File: config.mk
export PLATFORM = sky130hd
export DESIGN_NAME = pc_sequencer
export DESIGN_NICKNAME = d
export VERILOG_FILES = /design/src/rtl/pc_sequencer.sv
export SDC_FILE = /design/constraint.sdc
export NUM_CORES = 1
export LEC_CHECK = 0
export CAP_MARGIN = 30
export CORE_UTILIZATION = 48
export CTS_CLUSTER_DIAMETER = 200
export DETAILED_ROUTE_END_ITERATION = 10
export GPL_ROUTABILITY_DRIVEN = 0
export PLACE_DENSITY = 0.75
export SYNTH_ARGS = -nofsm -noshare
export SYNTH_HDL_FRONTEND = slang
export SYNTH_SLANG_ARGS = --single-unit
File: constraint.sdc
create_clock -name clk -period 3.3 [get_ports clk]
set_input_delay 0.66 -clock clk [delete_from_list [all_inputs] [get_ports clk]]
set_output_delay 0.66 -clock clk [all_outputs]
set_load 0.05 [all_outputs]
File: src/rtl/pc_sequencer.sv
// ============================================================================
// pc_sequencer -- fetch PC register with branch/jump/call/return steering and
//                 a circular return-address stack. Option: PC_ALIGN_CHECK_EN.
// Revision: 1.0 - initial release
// ============================================================================
`default_nettype none

module pc_sequencer #(
    parameter int unsigned       WIDTH     = 32,
    parameter logic [WIDTH-1:0]  RESET_VEC = '0,
    parameter logic [WIDTH-1:0]  TRAP_VEC  = 'h80,
    parameter int unsigned       RAS_DEPTH = 4
) (
    input  logic             clk,
    input  logic             rst_n,
    input  logic             stall,
    input  logic             br_taken,
    input  logic [WIDTH-1:0] br_offset,
    input  logic             jmp_valid,
    input  logic [WIDTH-1:0] jmp_target,
    input  logic             call,
    input  logic             ret,
    input  logic [WIDTH-1:0] ret_addr,
    output logic [WIDTH-1:0] pc,
    output logic [WIDTH-1:0] pc_plus4,
    output logic             pc_valid,
    output logic             ras_empty,
    output logic             ras_full,
    output logic             ras_ovf,
    output logic             align_err
);

    localparam int unsigned         c_PTR_W    = $clog2(RAS_DEPTH);
    localparam logic [c_PTR_W:0]    c_DEPTH    = (c_PTR_W + 1)'(RAS_DEPTH);
    localparam logic [WIDTH-1:0]    c_FOUR     = WIDTH'(4);
    localparam logic [WIDTH-1:0]    c_LOW_MASK = WIDTH'(3);

    localparam logic [0:0] c_ST_INIT = 1'b0;
    localparam logic [0:0] c_ST_RUN  = 1'b1;

    logic [0:0]         r_state;
    logic [0:0]         w_state_next;
    logic [WIDTH-1:0]   r_pc;
    logic [WIDTH-1:0]   w_pc_next;
    logic [WIDTH-1:0]   r_ras [RAS_DEPTH];
    logic [c_PTR_W-1:0] r_top;
    logic [c_PTR_W:0]   r_count;
    logic               r_ovf;
    logic               r_align_err;

    logic               w_run;
    logic               w_ras_has;
    logic [WIDTH-1:0]   w_ret_tgt;
    logic [WIDTH-1:0]   w_sel_tgt;
    logic [WIDTH-1:0]   w_redirect;
    logic               w_do_ret;
    logic               w_do_jmp;
    logic               w_do_br;
    logic               w_hold;
    logic               w_fault;
    logic               w_push;
    logic               w_pop;
    logic [c_PTR_W-1:0] w_top_inc;
    logic               w_unused;

    // ---------------- state machine: reset -> first-edge -> running ---------
    always_ff @(posedge clk) begin
        if (!rst_n) begin
            r_state <= c_ST_INIT;
        end else begin
            r_state <= w_state_next;
        end
    end

    always_comb begin
        w_state_next = r_state;
        case (r_state)
            c_ST_INIT: w_state_next = c_ST_RUN;
            c_ST_RUN:  w_state_next = c_ST_RUN;
            default:   w_state_next = c_ST_INIT;
        endcase
    end

    always_comb begin
        pc_valid = 1'b0;
        case (r_state)
            c_ST_RUN: pc_valid = 1'b1;
            default:  pc_valid = 1'b0;
        endcase
    end

    // ---------------- next-PC selection -------------------------------------
    assign w_run     = (r_state == c_ST_RUN);
    assign w_ras_has = (r_count != '0);
    assign w_ret_tgt = w_ras_has ? r_ras[r_top] : ret_addr;
    assign w_sel_tgt = ret ? w_ret_tgt : jmp_target;

    assign w_do_ret  = w_run & ret;
    assign w_do_jmp  = w_run & ~ret & jmp_valid;
    assign w_do_br   = w_run & ~ret & ~jmp_valid & br_taken;
    assign w_hold    = ~w_run | (stall & ~ret & ~jmp_valid & ~br_taken);

`ifdef PC_ALIGN_CHECK_EN
    assign w_fault    = (w_do_ret | w_do_jmp) & (w_sel_tgt[1:0] != 2'b00);
    assign w_redirect = w_fault ? TRAP_VEC : w_sel_tgt;
`else
    assign w_fault    = 1'b0;
    assign w_redirect = w_sel_tgt & ~c_LOW_MASK;
`endif

    assign w_unused = ^TRAP_VEC;

    always_comb begin
        w_pc_next = r_pc + c_FOUR;
        if (w_hold) begin
            w_pc_next = r_pc;
        end else if (w_do_ret | w_do_jmp) begin
            w_pc_next = w_redirect;
        end else if (w_do_br) begin
            w_pc_next = r_pc + c_FOUR + (br_offset << 2);
        end
    end

    // A call paired with a ret still pushes; pop-then-push replaces the top.
    assign w_pop     = w_do_ret & w_ras_has;
    assign w_push    = w_run & jmp_valid & call & ~w_fault;
    assign w_top_inc = r_top + 1'b1;

    always_ff @(posedge clk) begin
        if (!rst_n) begin
            r_pc        <= RESET_VEC;
            r_top       <= '0;
            r_count     <= '0;
            r_ovf       <= 1'b0;
            r_align_err <= 1'b0;
        end else begin
            r_pc        <= w_pc_next;
            r_align_err <= w_fault;
            if (w_push && !w_pop) begin
                r_top <= w_top_inc;
                if (r_count == c_DEPTH) begin
                    r_ovf <= 1'b1;
                end else begin
                    r_count <= r_count + 1'b1;
                end
            end else if (w_pop && !w_push) begin
                r_top   <= r_top - 1'b1;
                r_count <= r_count - 1'b1;
            end
        end
    end

    // RAS storage carries no reset; validity is tracked by r_count.
    always_ff @(posedge clk) begin
        if (rst_n && w_push) begin
            if (w_pop) begin
                r_ras[r_top] <= r_pc + c_FOUR;
            end else begin
                r_ras[w_top_inc] <= r_pc + c_FOUR;
            end
        end
    end

    assign pc        = r_pc;
    assign pc_plus4  = r_pc + c_FOUR;
    assign ras_empty = (r_count == '0);
    assign ras_full  = (r_count == c_DEPTH);
    assign ras_ovf   = r_ovf;
    assign align_err = r_align_err;

endmodule

`default_nettype wire

==> Word level (Yosys, flattened, before mapping) <==
Memory sizes are Yosys's and may differ from the RTL's. A register that Yosys moved wholly into a read port is not among the register bits.
Index checks and enable logic that the tools add are counted.
{ "totals": {"reg_bits": 39, "ram_bits": 128, "elab_cells": 64, "n_memories": 1} }
{ "op_classes": {"addsub": 6, "eq_ne": 2, "mux": 22, "bitwise": 17, "n_reduce_logical": 11} }
{ "memory_table": {"columns": ["name", "depth", "word_bits", "rd", "rd_ports_with_merged_regs", "write_ports", "line", "source"], "rows": [
  ["r_ras", 4, 32, 1, 1, 1, "45", "logic [WIDTH-1:0] r_ras [RAS_DEPTH];"]
]} }
{ "ops": {"columns": ["operator", "n"], "rows": [
  ["$mux W32", 5],
  ["$add A32 B3 Y32 const B", 1],
  ["$add A32 B32 Y32", 1],
  ["$reduce_or A32 Y1", 1],
  ["$and A1 B1 Y1", 11],
  ["$mux W2", 5],
  ["$mux W1", 9],
  ["$mux W3", 3],
  ["$not A1 Y1", 4],
  ["$reduce_and A2 Y1", 2],
  ["$add A3 B1 Y3 const B", 1],
  ["$eq A3 B3 Y1 const B", 1],
  ["$logic_and A1 B1 Y1", 3],
  ["$logic_not A3 Y1", 1],
  ["$reduce_bool A3 Y1", 1],
  ["$sub A3 B1 Y3 const B", 1],
  ["$add A2 B1 Y2 const B", 1],
  ["$logic_not A1 Y1", 2],
  ["$ne A2 B2 Y1 const B", 1],
  ["$or A1 B1 Y1", 2],
  ["$reduce_bool A2 Y1", 1],
  ["$sub A2 B1 Y2 const B", 1]
]} }

==> Logic depth before layout (Yosys ltp) <==
Gate-level depths: netlist of run 1.
{ "depth": {"ltp_word": 8, "mapped_depth": 15} }

==> Worst setup path after synthesis of run 1 <==
OpenSTA, ideal clock, no wires.
{ "synth_timing": {"path_type": "flip-flop to flip-flop", "startpoint": "register r_pc[13], in the netlist pc[13]", "endpoint": "register r_pc[29], in the netlist pc[29]", "setup_time_ns": 0.078, "arrival_time_ns": 4.440, "path_slack_ns": -1.218, "stages_incl_launch_ff": 16, "synth_period_minus_slack_ns": 4.518, "cell_sequence": "dfxtp_1 > and4_1 > nand4_4 > nor2_1 > nand4_1 > xnor2_1 > ha_1 > buf_2 > a21o_1 > a21o_1 > a21oi_1 > o21ai_0 > a2111oi_0 > a21oi_1 > o211a_1 > nor3_1"} }
{ "synth_via": {"elab_chain_len": 4} }
{ "synth_lines": {"columns": ["element", "line", "source"], "rows": [
  ["start: declaration", "43", "logic [WIDTH-1:0] r_pc;"],
  ["start signal: assignment", "137", "r_pc <= w_pc_next;"],
  ["$add A32 B3 Y32", null, null],
  ["named net pc_plus4[22]", "25", "output logic [WIDTH-1:0] pc_plus4,"],
  ["$add A32 B32 Y32", "120", "w_pc_next = r_pc + c_FOUR + (br_offset << 2);"],
  ["$mux W32", "119", "end else if (w_do_br) begin"],
  ["$mux W32", "117", "end else if (w_do_ret | w_do_jmp) begin"]
]} }
The timed path passes the listed nets, and every way through them passes these cells.
A chain may end at the register's enable or synchronous reset.

==> Worst setup path in the final report of run 1 <==
{ "layout_timing": {"startpoint": "register r_pc[10], in the netlist pc[10]", "endpoint": "register r_pc[30], in the netlist pc[30]"} }
{ "layout_via": {"elab_chain_len": 4} }
{ "layout_lines": {"columns": ["element", "line"], "rows": [
  ["$add A32 B3 Y32 *", "114, 120"],
  ["$add A32 B32 Y32", "120"],
  ["$mux W32 *", "119"],
  ["$mux W32 *", "117"]
]} }
Every way passes the cells marked *; elsewhere a longest branch is shown, timed or not.

==> report_table.html, run 1 <==
<table>
<tr><th>Metric</th><th>Value</th></tr>
<tr><th colspan="2">Power</th></tr>
<tr><td>LEAKAGE</td><td>5.16 nW</td></tr>
<tr><td>Part of the power in combinational logic</td><td>0.350</td></tr>
<tr><td>Sw frac</td><td>0.343</td></tr>
<tr><td>Part of the power in the clock network</td><td>0.295</td></tr>
<tr><td>Net load switching power</td><td>2.25 mW</td></tr>
<tr><td>Peak VDD IR</td><td>0.000381 V</td></tr>
<tr><td>Part of the total power dissipated in sequential elements</td><td>0.355</td></tr>
<tr><td>Internal power</td><td>4.33 mW</td></tr>
<tr><td>Total power of the final layout</td><td>6.58 mW</td></tr>
<tr><td>Pwr Density</td><td>492 nW/µm²</td></tr>
<tr><th colspan="2">Synth</th></tr>
<tr><td>Synth Area in Compound Gates</td><td>0.160</td></tr>
<tr><td>Synthesized-area fraction occupied by adder cells</td><td>0.0547</td></tr>
<tr><td>Dominant register cell in the synthesized netlist</td><td>edfxtp_1</td></tr>
<tr><td>Avg Synthesized Cell Area</td><td>10.6 µm²</td></tr>
<tr><td>Post-synthesis cell type with the largest combined area</td><td>edfxtp_1</td></tr>
<tr><td>Sequential element share of the synthesized area</td><td>0.476</td></tr>
<tr><td>Number of enable-type register cells in the synthesized netlist</td><td>120</td></tr>
<tr><td>Combinational family with the most area after synthesis</td><td>compound AO/OA/AOI/OAI gates</td></tr>
<tr><td>Ys async rst share</td><td>0</td></tr>
<tr><td>Multiplexer share of the synthesized area</td><td>0.0790</td></tr>
<tr><td>Number of distinct library cell variants in the gate-level netlist after synthesis</td><td>72</td></tr>
<tr><td>Cell area after synthesis</td><td>9200 µm²</td></tr>
<tr><td>Yosys Warn Count</td><td>0</td></tr>
<tr><td>Number of synthesized register bits</td><td>159</td></tr>
<tr><td>Simple logic cell fraction of the synthesized area</td><td>0.149</td></tr>
<tr><td>Parity-gate share of the synthesized area counting xor and xnor cells</td><td>0.0504</td></tr>
<tr><td>Area contributors post-synth</td><td>edfxtp_1 39%, dfxtp_1 8.5%, mux4_2 7.3%</td></tr>
<tr><td>Top cell type's share of synthesized area</td><td>0.392</td></tr>
<tr><td>Cells after Synth</td><td>864</td></tr>
<tr><th colspan="2">Floorplan</th></tr>
<tr><td>Floorplan row count</td><td>50</td></tr>
<tr><td>Overall die area</td><td>19,700 µm²</td></tr>
<tr><td>Die H</td><td>140 µm</td></tr>
<tr><td>Count of pins on the block boundary</td><td>172</td></tr>
<tr><td>Effective utilization at floorplan</td><td>0.490</td></tr>
<tr><td>Total core area</td><td>18,800 µm²</td></tr>
<tr><td>Die outline width</td><td>140 µm</td></tr>
<tr><th colspan="2">Drt</th></tr>
<tr><td>Routed Antenna Nets</td><td>0</td></tr>
<tr><td>Sum of met3 wire segment lengths after detailed routing</td><td>2860 µm</td></tr>
<tr><td>M1 WL</td><td>12,400 µm</td></tr>
<tr><td>DRT iter0 DRCs</td><td>983</td></tr>
<tr><td>First-pass iteration count of the detailed router</td><td>7</td></tr>
<tr><td>Sum of routed wire length over all layers</td><td>31,500 µm</td></tr>
<tr><td>Via Count</td><td>8,589</td></tr>
<tr><td>DR vias/cell</td><td>6.25</td></tr>
<tr><td>DRC</td><td>0</td></tr>
<tr><td>Routed WL per cell</td><td>22.9 µm</td></tr>
<tr><td>Top routing layer in use</td><td>met4</td></tr>
<tr><td>WL met2</td><td>14,900 µm</td></tr>
<tr><th colspan="2">Setup path</th></tr>
<tr><td>Worst setup path class</td><td>reg -&gt; reg</td></tr>
<tr><td>Critical R2R Capture</td><td>pc[30]</td></tr>
<tr><td>Number of cell instances on the worst register-to-register path</td><td>13</td></tr>
<tr><td>Kind of end point of the critical path</td><td>flip-flop</td></tr>
<tr><td>Data required, critical path</td><td>3.62 ns</td></tr>
<tr><td>Critical Path End</td><td>pc[30]</td></tr>
<tr><td>Worst path arrival time</td><td>3.63 ns</td></tr>
<tr><td>Origin of the worst setup path</td><td>pc[10]</td></tr>
<tr><td>FF-to-FF Start</td><td>pc[10]</td></tr>
<tr><td>Setup crit start kind</td><td>flip-flop</td></tr>
<tr><td>Critical path fanouts, max</td><td>6</td></tr>
<tr><td>Register-to-register setup slack</td><td>-0.01 ns</td></tr>
<tr><th colspan="2">Timing</th></tr>
<tr><td>Worst slew pin tran</td><td>0.746 ns</td></tr>
<tr><td>Final clock skew</td><td>0.00813 ns</td></tr>
<tr><td>Final setup fails</td><td>1</td></tr>
<tr><td>F_max</td><td>302 MHz</td></tr>
<tr><td>Post-layout min period</td><td>3.31 ns</td></tr>
<tr><td>Final Max Slew Viols</td><td>0</td></tr>
<tr><td>Setup_tns</td><td>-0.0117 ns</td></tr>
<tr><td>Worst relative slew slack</td><td>0.502</td></tr>
<tr><td>Final period utilization</td><td>1.00</td></tr>
<tr><td>Final hold viol count</td><td>0</td></tr>
<tr><td>Setup WS post-layout</td><td>-0.0117 ns</td></tr>
<tr><td>Unrepaired setup endpoints after global routing</td><td>true</td></tr>
<tr><th colspan="2">Clocking</th></tr>
<tr><td>Cts-stage hold buffer count</td><td>0</td></tr>
<tr><td>Deepest clock path buffer count</td><td>2</td></tr>
<tr><td>Clock edge transition at the registers on the reported setup and hold paths</td><td>0.06 ns</td></tr>
<tr><td>CTS tree</td><td>yes</td></tr>
<tr><td>Number of H-tree levels</td><td>4</td></tr>
<tr><td>Clock root cell</td><td>clkbuf_16</td></tr>
<tr><td>TritonCTS buffer count</td><td>17</td></tr>
<tr><td>Clock latency on the worst-skew pair</td><td>0.44 ns</td></tr>
<tr><td>Clock sinks</td><td>159</td></tr>
<tr><th colspan="2">Placed design</th></tr>
<tr><td>Cell total after placement</td><td>1,326</td></tr>
<tr><td>Number of port buffers</td><td>160</td></tr>
<tr><td>Hpwl dp</td><td>21,800 µm</td></tr>
<tr><td>Setup slack after placement</td><td>-0.355 ns</td></tr>
<tr><th colspan="2">Global routing</th></tr>
<tr><td>Global Route Usage Sum</td><td>0.319</td></tr>
<tr><td>Number of antenna violations at the first check in global routing</td><td>0</td></tr>
<tr><td>Global-route wire length before repair</td><td>46,700 µm</td></tr>
<tr><td>Largest net degree at the start of global routing</td><td>31</td></tr>
<tr><td>Remaining Overflow, GRT</td><td>0</td></tr>
<tr><td>Vias in the first global route</td><td>8,189</td></tr>
<tr><th colspan="2">Cells and area</th></tr>
<tr><td>Non-filler instance count after layout</td><td>1,374</td></tr>
<tr><td>Footprint of the multi-input gates</td><td>5300 µm²</td></tr>
<tr><td>Layout Area Growth over Synthesis</td><td>45.4%</td></tr>
<tr><td>Register area</td><td>4450 µm²</td></tr>
<tr><td>Proportion of layout cells with a drive suffix above 1</td><td>0.289</td></tr>
<tr><td>Number of nets in the finished design</td><td>1,269</td></tr>
<tr><td>Number of filler cells placed in the layout</td><td>1,278</td></tr>
<tr><td>Final antenna diode count</td><td>0</td></tr>
<tr><th colspan="2">Outcome</th></tr>
<tr><td>Run status</td><td>finished with violations</td></tr>
<tr><td>Failing checks</td><td>setup timing</td></tr>
<tr><th colspan="2">Min path</th></tr>
<tr><td>Hold/Removal Path Class</td><td>reg -&gt; reg</td></tr>
<tr><th colspan="2">Run</th></tr>
<tr><td>Max_cap viols</td><td>0</td></tr>
</table>
-- routing by layer --
layer  vias to the layer above  GRT usage
li1                       3778          -
met1                      4129      0.429
met2                       564      0.516
met3                       118     0.0533
met4                         0      0.125
met5                         -          0
-- through the flow --
step,hold WS (ns),util,area [µm²]
finish,0.479,0.713,13400
global route,0.530,0.713,13400
CTS,0.481,0.693,13000
detailed placement,0.466,0.661,12400
global placement,0.456,0.661,12400
floorplan,0.486,-,9750
-- what timing repair did --
action | CTS | global route
resized for setup | 7 | 53
hold endpoints to repair | 0 | 0
setup endpoints to repair | 11 | 16
setup buffers | 2 | 14
pin swaps | 9 | 46
-- power groups by stage --
stage               Combinational [mW]  Sequential, mW  Clock [mW]
floorplan                         1.20            2.50           0
global placement                  2.13            2.37           0
detailed placement                2.16            2.38           0
CTS                               2.19            2.34        1.95
global route                      2.44            2.35        2.04
finish                            2.30            2.34        1.94
-- cells in the final DEF, fill, tap and decap left out, drive strengths merged, types with 4 or more instances in the layout --
cell	synthesis	layout
a311oi	5	5
clkbuf	31	19
a221oi	13	13
dfxtp	39	39
edfxtp	120	120
ha	37	37
a22o	4	4
o21a	4	4
buf	18	151
mux4	30	30
o21bai	7	7
o31a	4	4
a21o	20	20
xor2	18	18
clkinv	1	7
nor2	62	62
clkdlybuf4s50	0	137
o211ai	13	13
and3	10	10
xnor2	32	32
nand3	30	30
mux2i	4	4
a221o	4	4
a211oi	14	14
a22oi	5	5
nand2	149	149
inv	14	16
nor3	16	16
and2	4	4
o31ai	5	5
a31oi	11	11
or3	6	6
nand4	12	12
a21oi	42	42
o21ai	42	42
conb	1	5
-- state kept, by name, summed over array words and instances, names as in the netlist, named ones only --
| name | cells |
|---|---|
| pc | 30 |
| r_count | 3 |
| r_ras | 120 |
| r_state | 1 |
| r_top | 2 |
| ras_ovf | 1 |
-- worst min path at each step --
stage,end,cells after the start,from,slack [ns]
2_1_floorplan,r_count[1],2,r_count[1],0.49
3_3_place_gp,ras_ovf,2,ras_ovf,0.46
3_5_place_dp,ras_ovf,2,ras_ovf,0.47
4_1_cts,ras_ovf,2,ras_ovf,0.48
5_1_grt,ras_ovf,2,ras_ovf,0.53
6_report,ras_ovf,2,ras_ovf,0.48
-- worst max-delay path, cell delays in order (launching register included) --
cell and delay [ns]:
dfxtp_4 0.36, buf_6 0.12, nand4_1 0.23, nor2_4 0.20
nand4_1 0.22, xnor2_4 0.25, ha_4 0.32, nand3_2 0.07
or3_1 0.35, o211ai_1 0.26, a41oi_2 0.24, o31ai_2 0.35
o31a_1 0.17, nand2_1 0.05
-- layout make-up --
class,count,area share
Clock buffer,19,0.0324
Clock inverter,13,0.0105
Inverter,15,0.00421
Multi-Input combinational cell,645,0.396
Sequential cell,159,0.333
Tap cell,234,0.0219
Timing Repair Buffer,289,0.202
-- cell usage after synthesis, types with 4 or more instances --
master / instances
nand2_1: 149
edfxtp_1: 120
nor2_1: 62
a21oi_1: 42
o21ai_0: 41
dfxtp_1: 39
ha_1: 37
xnor2_1: 32
clkbuf_1: 31
mux4_2: 30
nand3_1: 30
a21o_1: 20
xor2_1: 16
nor3_1: 15
inv_1: 14
a221oi_1: 13
o211ai_1: 13
a211oi_1: 11
a31oi_1: 11
nand4_1: 10
buf_2: 9
and3_1: 8
buf_4: 7
o21bai_1: 6
or3_1: 6
a22oi_1: 5
a311oi_1: 5
o31ai_1: 5
a221o_1: 4
a22o_1: 4
and2_1: 4
mux2i_1: 4
o21a_1: 4
o31a_1: 4
-- kinds of logic after synthesis --
family | after synthesis
AOI/OAI and AO/OA | 213
xor gates and xnor gates | 50
adders and majority gates | 39
buffers and inverters | 64
DFF | 159
muxes | 35
other | 1
and+or+nand+nor | 303
Note: power is estimated with default switching activity, not from simulation.
==> run 2, diff against run 1 <==
--- a/config.mk
+++ b/config.mk
@@ -11,6 +11,7 @@
 export DETAILED_ROUTE_END_ITERATION = 10
 export GPL_ROUTABILITY_DRIVEN = 0
 export PLACE_DENSITY = 0.75
+export SETUP_SLACK_MARGIN = 0.02
 export SYNTH_ARGS = -nofsm -noshare
 export SYNTH_HDL_FRONTEND = slang
 export SYNTH_SLANG_ARGS = --single-unit
==> run 2 against run 1 <==
The run still ends with setup timing left. Worst setup slack worse by 0.046 ns. Sequential share of layout area is 0.31 points lower. Routed wire length is 1.5% higher.
==> report_table.html, run 2 (synthesis gave the netlist of run 1 again) <==
<table>
<tr><th>Metric</th><th>Value</th></tr>
<tr><th colspan="2">Setup path</th></tr>
<tr><td>Setup crit start kind</td><td>flip-flop</td></tr>
<tr><td>Origin of the worst setup path</td><td>pc[4]</td></tr>
<tr><td>Worst path arrival time</td><td>3.67 ns</td></tr>
<tr><td>Critical Path Max Stage Delay</td><td>0.34 ns</td></tr>
<tr><td>Worst setup path class</td><td>reg -&gt; reg</td></tr>
<tr><td>Critical path fanouts, max</td><td>4</td></tr>
<tr><td>Cell chain of the critical path</td><td>and3_4 -&gt; nand4_4 -&gt; nor2_4 -&gt; nand3_4 -&gt; xnor2_4 -&gt; ha_4 -&gt; nand4_1 -&gt; nor3_2 -&gt; nand3_1 -&gt; a211oi_2 -&gt; buf_4 -&gt; o21ai_2 -&gt; a31oi_2 -&gt; buf_4 -&gt; o21bai_1 -&gt; nand3_1</td></tr>
<tr><td>Kind of end point of the critical path</td><td>flip-flop</td></tr>
<tr><td>Data required, critical path</td><td>3.61 ns</td></tr>
<tr><td>FF-to-FF Start</td><td>pc[4]</td></tr>
<tr><td>Crit path max-delay cell type</td><td>dfxtp_4</td></tr>
<tr><th colspan="2">Min path</th></tr>
<tr><td>Hold/Removal Path Class</td><td>reg -&gt; reg</td></tr>
<tr><td>Critical hold path startpoint</td><td>ras_ovf</td></tr>
<tr><th colspan="2">Timing</th></tr>
<tr><td>Setup WS post-layout</td><td>-0.0577 ns</td></tr>
<tr><td>Worst slew pin tran</td><td>0.569 ns</td></tr>
<tr><td>Worst relative slew slack</td><td>0.619</td></tr>
<tr><td>Final hold viol count</td><td>0</td></tr>
<tr><td>Final period utilization</td><td>1.02</td></tr>
<tr><td>Final Max Slew Viols</td><td>0</td></tr>
<tr><td>F_max</td><td>298 MHz</td></tr>
<tr><td>Unrepaired setup endpoints after global routing</td><td>true</td></tr>
<tr><td>Final clock skew</td><td>0.0102 ns</td></tr>
<tr><td>Post-layout min period</td><td>3.36 ns</td></tr>
<tr><td>Final setup fails</td><td>3</td></tr>
<tr><td>Setup_tns</td><td>-0.0872 ns</td></tr>
<tr><th colspan="2">Floorplan</th></tr>
<tr><td>Die H</td><td>140 µm</td></tr>
<tr><td>Count of pins on the block boundary</td><td>172</td></tr>
<tr><td>Total core area</td><td>18,800 µm²</td></tr>
<tr><td>Floorplan row count</td><td>50</td></tr>
<tr><td>Die outline width</td><td>140 µm</td></tr>
<tr><td>Effective utilization at floorplan</td><td>0.490</td></tr>
<tr><td>Overall die area</td><td>19,700 µm²</td></tr>
<tr><th colspan="2">Cells and area</th></tr>
<tr><td>Commonest cells after routing, fill and taps aside</td><td>146 x nand2_1, 141 x buf_4, 135 x clkdlybuf4s50_1</td></tr>
<tr><td>Commonest non-fill, non-tap cell in the layout</td><td>nand2_1</td></tr>
<tr><td>Final antenna diode count</td><td>0</td></tr>
<tr><td>Number of filler cells placed in the layout</td><td>1,280</td></tr>
<tr><td>Top register by number of flip-flops</td><td>r_ras</td></tr>
<tr><td>Proportion of layout cells with a drive suffix above 1</td><td>0.309</td></tr>
<tr><td>Footprint of the multi-input gates</td><td>5420 µm²</td></tr>
<tr><td>Layout Area Growth over Synthesis</td><td>46.8%</td></tr>
<tr><td>Number of nets in the finished design</td><td>1,277</td></tr>
<tr><td>Final core occ</td><td>0.720</td></tr>
<tr><td>Area of all placed cells without fillers</td><td>13,500 µm²</td></tr>
<tr><td>Register area</td><td>4450 µm²</td></tr>
<tr><td>Max FFs per register</td><td>120</td></tr>
<tr><th colspan="2">Global routing</th></tr>
<tr><td>Global Route Usage Sum</td><td>0.321</td></tr>
<tr><td>Vias in the first global route</td><td>8,251</td></tr>
<tr><td>Largest net degree at the start of global routing</td><td>31</td></tr>
<tr><td>Remaining Overflow, GRT</td><td>0</td></tr>
<tr><td>Global-route wire length before repair</td><td>46,600 µm</td></tr>
<tr><td>Number of antenna violations at the first check in global routing</td><td>0</td></tr>
<tr><th colspan="2">Placed design</th></tr>
<tr><td>Hpwl dp</td><td>22,400 µm</td></tr>
<tr><td>Area post-placement</td><td>12,500 µm²</td></tr>
<tr><td>Setup slack after placement</td><td>-0.310 ns</td></tr>
<tr><td>Number of port buffers</td><td>160</td></tr>
<tr><th colspan="2">Clocking</th></tr>
<tr><td>Number of H-tree levels</td><td>4</td></tr>
<tr><td>Clock root cell</td><td>clkbuf_16</td></tr>
<tr><td>Deepest clock path buffer count</td><td>2</td></tr>
<tr><td>CTS tree</td><td>yes</td></tr>
<tr><td>Clock edge transition at the registers on the reported setup and hold paths</td><td>0.06 ns</td></tr>
<tr><td>Cts-stage hold buffer count</td><td>0</td></tr>
<tr><td>Clock latency on the worst-skew pair</td><td>0.43 ns</td></tr>
<tr><td>Clock sinks</td><td>159</td></tr>
<tr><td>TritonCTS buffer count</td><td>17</td></tr>
<tr><th colspan="2">Drt</th></tr>
<tr><td>Sum of routed wire length over all layers</td><td>31,900 µm</td></tr>
<tr><td>Routed Antenna Nets</td><td>0</td></tr>
<tr><td>DR vias/cell</td><td>6.23</td></tr>
<tr><td>First-pass iteration count of the detailed router</td><td>6</td></tr>
<tr><td>Via Count</td><td>8,614</td></tr>
<tr><td>Routed WL per cell</td><td>23.1 µm</td></tr>
<tr><td>DRC</td><td>0</td></tr>
<tr><td>DRT iter0 DRCs</td><td>907</td></tr>
<tr><th colspan="2">Power</th></tr>
<tr><td>Pwr Density</td><td>481 nW/µm²</td></tr>
<tr><td>Peak VDD IR</td><td>0.000344 V</td></tr>
<tr><td>LEAKAGE</td><td>5.22 nW</td></tr>
<tr><th colspan="2">Outcome</th></tr>
<tr><td>Run status</td><td>finished with violations</td></tr>
<tr><td>Failing checks</td><td>setup timing</td></tr>
<tr><th colspan="2">Run</th></tr>
<tr><td>Max_cap viols</td><td>0</td></tr>
</table>
run 2: cell types whose count changed in the layout (fill, tap and decap cells not counted), sizes merged:
cell | before | now
clkbuf | 19 | 18
clkinv | 7 | 10
dlymetal6s2s | 0 | 1
buf | 151 | 160
clkdlybuf4s50 | 137 | 135
clkinvlp | 3 | 2
inv | 16 | 17
bufinv | 2 | 0
run 2: worst max-delay path: cells and delay by family, from the launching register on:
kind	cells	cell delay, ns
and+or+nand+nor	8	1.40
AOI/OAI and AO/OA	4	0.68
buffers and inverters	2	0.36
DFF	1	0.34
adders and majority gates	1	0.28
xor gates and xnor gates	1	0.18
run 2: area by class of cell:
cell class | instances | share of cell area
Inverter | 15 | 0.00417
Clock inverter | 14 | 0.00843
Clock buffer | 18 | 0.0318
Tap cell | 234 | 0.0217
Multi-Input combinational cell | 645 | 0.401
Sequential cell | 159 | 0.330
Timing Repair Buffer | 297 | 0.203
run 2: timing repair:
item	CTS	global route
gates resized for setup	6	72
endpoints found under the setup margin	9	20
buffers inserted	2	11
gates cloned	0	0
pin swaps	5	50
run 2: stage by stage:
stage | instances | hold slack [ns] | total power [mW]
finish | 1382 | 0.479 | 6.49
global route | 1382 | 0.527 | 6.72
CTS | 1372 | 0.487 | 6.36
detailed placement | 1338 | 0.467 | 4.56
global placement | 1338 | 0.456 | 4.53
floorplan | 868 | 0.486 | 3.70
run 2: where the power goes:
group / total, mW / switching (mW) / internal [mW]
registers: 2.35 / 0.0995 / 2.25
clock network: 1.81 / 0.840 / 0.974
logic: 2.33 / 1.34 / 0.986
total: 6.49 / 2.28 / 4.21
run 2: final timing paths:
path	endpoint	slack, ns	cells past startpoint
min reg2reg	ras_ovf	0.48	2
max	pc[31]	-0.06	16
max reg2reg	pc[31]	-0.06	16
min	ras_ovf	0.48	2
run 2: metal layers:
| metal | routed length, µm | GRT usage | part of all wire | vias up |
|---|---|---|---|---|
| li1 | - | - | - | 3802 |
| met1 | 12100 | 0.424 | 0.38 | 4113 |
| met2 | 15100 | 0.502 | 0.47 | 568 |
| met3 | 3200 | 0.0701 | 0.10 | 131 |
| met4 | 1530 | 0.158 | 0.048 | 0 |
| met5 | 0 | 0 | 0 | - |
==> RTL change (flow settings as in run 1) <==
The parameter `RAS_DEPTH` goes from 4 to 2.
--- a/src/rtl/pc_sequencer.sv
+++ b/src/rtl/pc_sequencer.sv
@@ -10,5 +10,5 @@
     parameter logic [WIDTH-1:0]  RESET_VEC = '0,
     parameter logic [WIDTH-1:0]  TRAP_VEC  = 'h80,
-    parameter int unsigned       RAS_DEPTH = 4
+    parameter int unsigned       RAS_DEPTH = 2
 ) (
     input  logic             clk,
Function: changed (Yosys sat finds a counterexample within 4 cycles, from zero or initial values and one cycle with rst_n low).
==> RTL change against run 1 <==
  * The flow still finishes with violations (negative setup slack)
  * Power shrank 37%
  * Count of clock-buffer cells in the layout shrank 7
  * Sequential cell count shrank 63
  * Core utilization grew 8.2 points
  * Routed wire length shrank 15%
  * Worst setup slack lost 0.22 ns
  * Non-clock buffer count grew 49
  * Critical path depth grew 2
  * Worst hold slack gained 0.017 ns
  * Area after synthesis shrank 25%
  * Via count shrank 10%
  * Final area shrank 18%
  * Critical path type unchanged
  * Largest cell class unchanged
  * Largest power group is now combinational cells
==> RTL change: results (changes against run 1) <==
Run status
  – Status: complete, but fails checks (unchanged)
  – Failing checks: negative setup slack (unchanged)

Yosys
  – Synth Area in Compound Gates: 25.3% (was 16.0%)
  – Most frequent cells after synthesis: 79 x nand2_1, 64 x o21ai_0, 60 x edfxtp_1 (was 149 x nand2_1, 120 x edfxtp_1, 62 x nor2_1)
  – Number of synthesized flops with an enable pin: 60 (was 120)
  – Mux contribution to synthesized area: 5.58% (was 7.90%)
  – Post-Synth Adder-Cell Area: 7.05% (was 5.47%)
  – XOR/XNOR share of the synthesized area: 6.50% (was 5.04%)
  – Seq/Total Area, Yosys: 36.8% (was 47.6%)
  – Top post-synthesis cells by area: edfxtp_1 26%, dfxtp_1 11%, ha_1 6.8% (was edfxtp_1 39%, dfxtp_1 8.5%, mux4_2 7.3%)
  – Yosys cell types: 70 (was 72)
  – Synth Warn #: 0 (unchanged)

Drt
  – DR vias: 7,712 (was 8,589)
  – Initial DRC Count: 1,042 (was 983)
  – TritonRoute pass-1 iters: 5 (was 7)
  – Antenna violation net count after detailed routing: 0 (unchanged)
  – Final WL: 26,600 um (was 31,500 um)

Finish
  – Max reg flops: 60 (was 120)
  – Final #Nets: 1,200 (was 1,269)
  – Share of layout cells above drive strength 1: 32.2% (was 28.9%)

Clock tree
  – Max clock buf depth: 2 (unchanged)
  – Worst-Skew Late Latency: 0.35 ns (was 0.44 ns)
  – TritonCTS Buffers: 9 (was 17)
  – H-Tree Depth: 3 (was 4)

Critical path
  – Reg2reg start: pc[17] (was pc[10])
  – Worst Path Arrival: 3.76 ns (was 3.63 ns)
  – CP max FO: 4 (was 6)
  – Worst path slowest cell: a221o_1 (was dfxtp_4)
  – Crit-path max cell delay: 0.39 ns (was 0.36 ns)
  – Reg2Reg Depth: 15 (was 13)
  – Worst r2r dst: pc[31] (was pc[30])

Timing
  – Final Skew: 0.00721 ns (was 0.00813 ns)
  – Fin. max-slew vios: 0 (unchanged)
  – Fin worst setup slack: -0.230 ns (was -0.0117 ns)
  – Sum Neg Setup Slack: -1.04 ns (was -0.0117 ns)
  – Worst slew pin tran: 0.642 ns (was 0.746 ns)
  – Final Setup Violations: 11 (was 1)

Power and ir drop
  – Maximum VDD drop: 278 uV (was 381 uV)
  – P_leak: 0.00452 uW (was 0.00516 uW)

Place
  – DP Wirelength: 19,200 um (was 21,800 um)

GRT
  – Largest net degree at the start of global routing: 37 (was 31)
  – Global-route usage over all layers: 35.4% (was 31.9%)
  – Vias in the first global route: 7,435 (was 8,189)
  – First-pass GRT wire length: 39,500 um (was 46,700 um)
RTL change: cells by family (layout without fill, tap and decap cells):
| logic type | after synthesis | after routing |
|---|---|---|
| buffers and inverters | 59 | 367 |
| xor gates and xnor gates | 50 | 50 |
| adders and majority gates | 38 | 38 |
| other | 1 | 5 |
| DFF | 96 | 96 |
| and+or+nand+nor | 208 | 208 |
| muxes | 38 | 38 |
| AOI/OAI and AO/OA | 262 | 262 |
RTL change: worst max-delay path by stage:
stage                      start  endpoint  depth (start not counted)
floorplan                  pc[4]    pc[31]                         15
global placement    br_offset[0]    pc[30]                         12
detailed placement  br_offset[0]    pc[30]                         12
CTS                        pc[6]    pc[31]                         14
global route               pc[7]    pc[22]                         16
finish                    pc[17]    pc[31]                         15
RTL change: cell type report:
type,instances,area (um^2)
Multi-Input combinational cell,601,4880
Timing Repair Buffer,338,3000
Fill cell,850,2850
Sequential cell,96,2590
Clock buffer,12,236
Tap cell,180,225
Inverter,13,48.8
Clock inverter,4,47.5
RTL change: through the flow:
step           cells  hold WS, ns  area [um^2]  setup WS (ns)
2_1_floorplan    756        0.480         7410         -0.506
3_3_place_gp    1209        0.449        10300         -0.262
3_5_place_dp    1209        0.477        10300         -0.341
4_1_cts         1240        0.495        10800         -0.134
5_1_grt         1244        0.515        11000         -0.305
6_report        1244        0.496        11000         -0.230
RTL change: tightest hold or removal path: stages, from the launching register on:
cell     delay [ns]
dfxtp_1        0.34
a21oi_1        0.05
nor2_1         0.08
RTL change: layer usage:
metal	wire [um]	up-vias	track usage [%]
met4	912	0	13.1
li1	-	3462	-
met2	12200	526	56.6
met1	10700	3637	48.9
met3	2800	87	4.61
met5	0	-	0
RTL change: timing repair:
| item | CTS | global route |
|---|---|---|
| hold buffers | 0 | 0 |
| hold endpoints to repair | 0 | 0 |
| resized for setup | 30 | 40 |
| endpoints found under the setup margin | 13 | 22 |
| setup buffers | 15 | 5 |
| pin swaps | 34 | 32 |
RTL change: report_power, final:
group	switching (uW)	internal [uW]	total (uW)
Combinational	991	750	1740
Sequential	56.9	1330	1390
Clock	451	586	1040
Total	1500	2670	4170
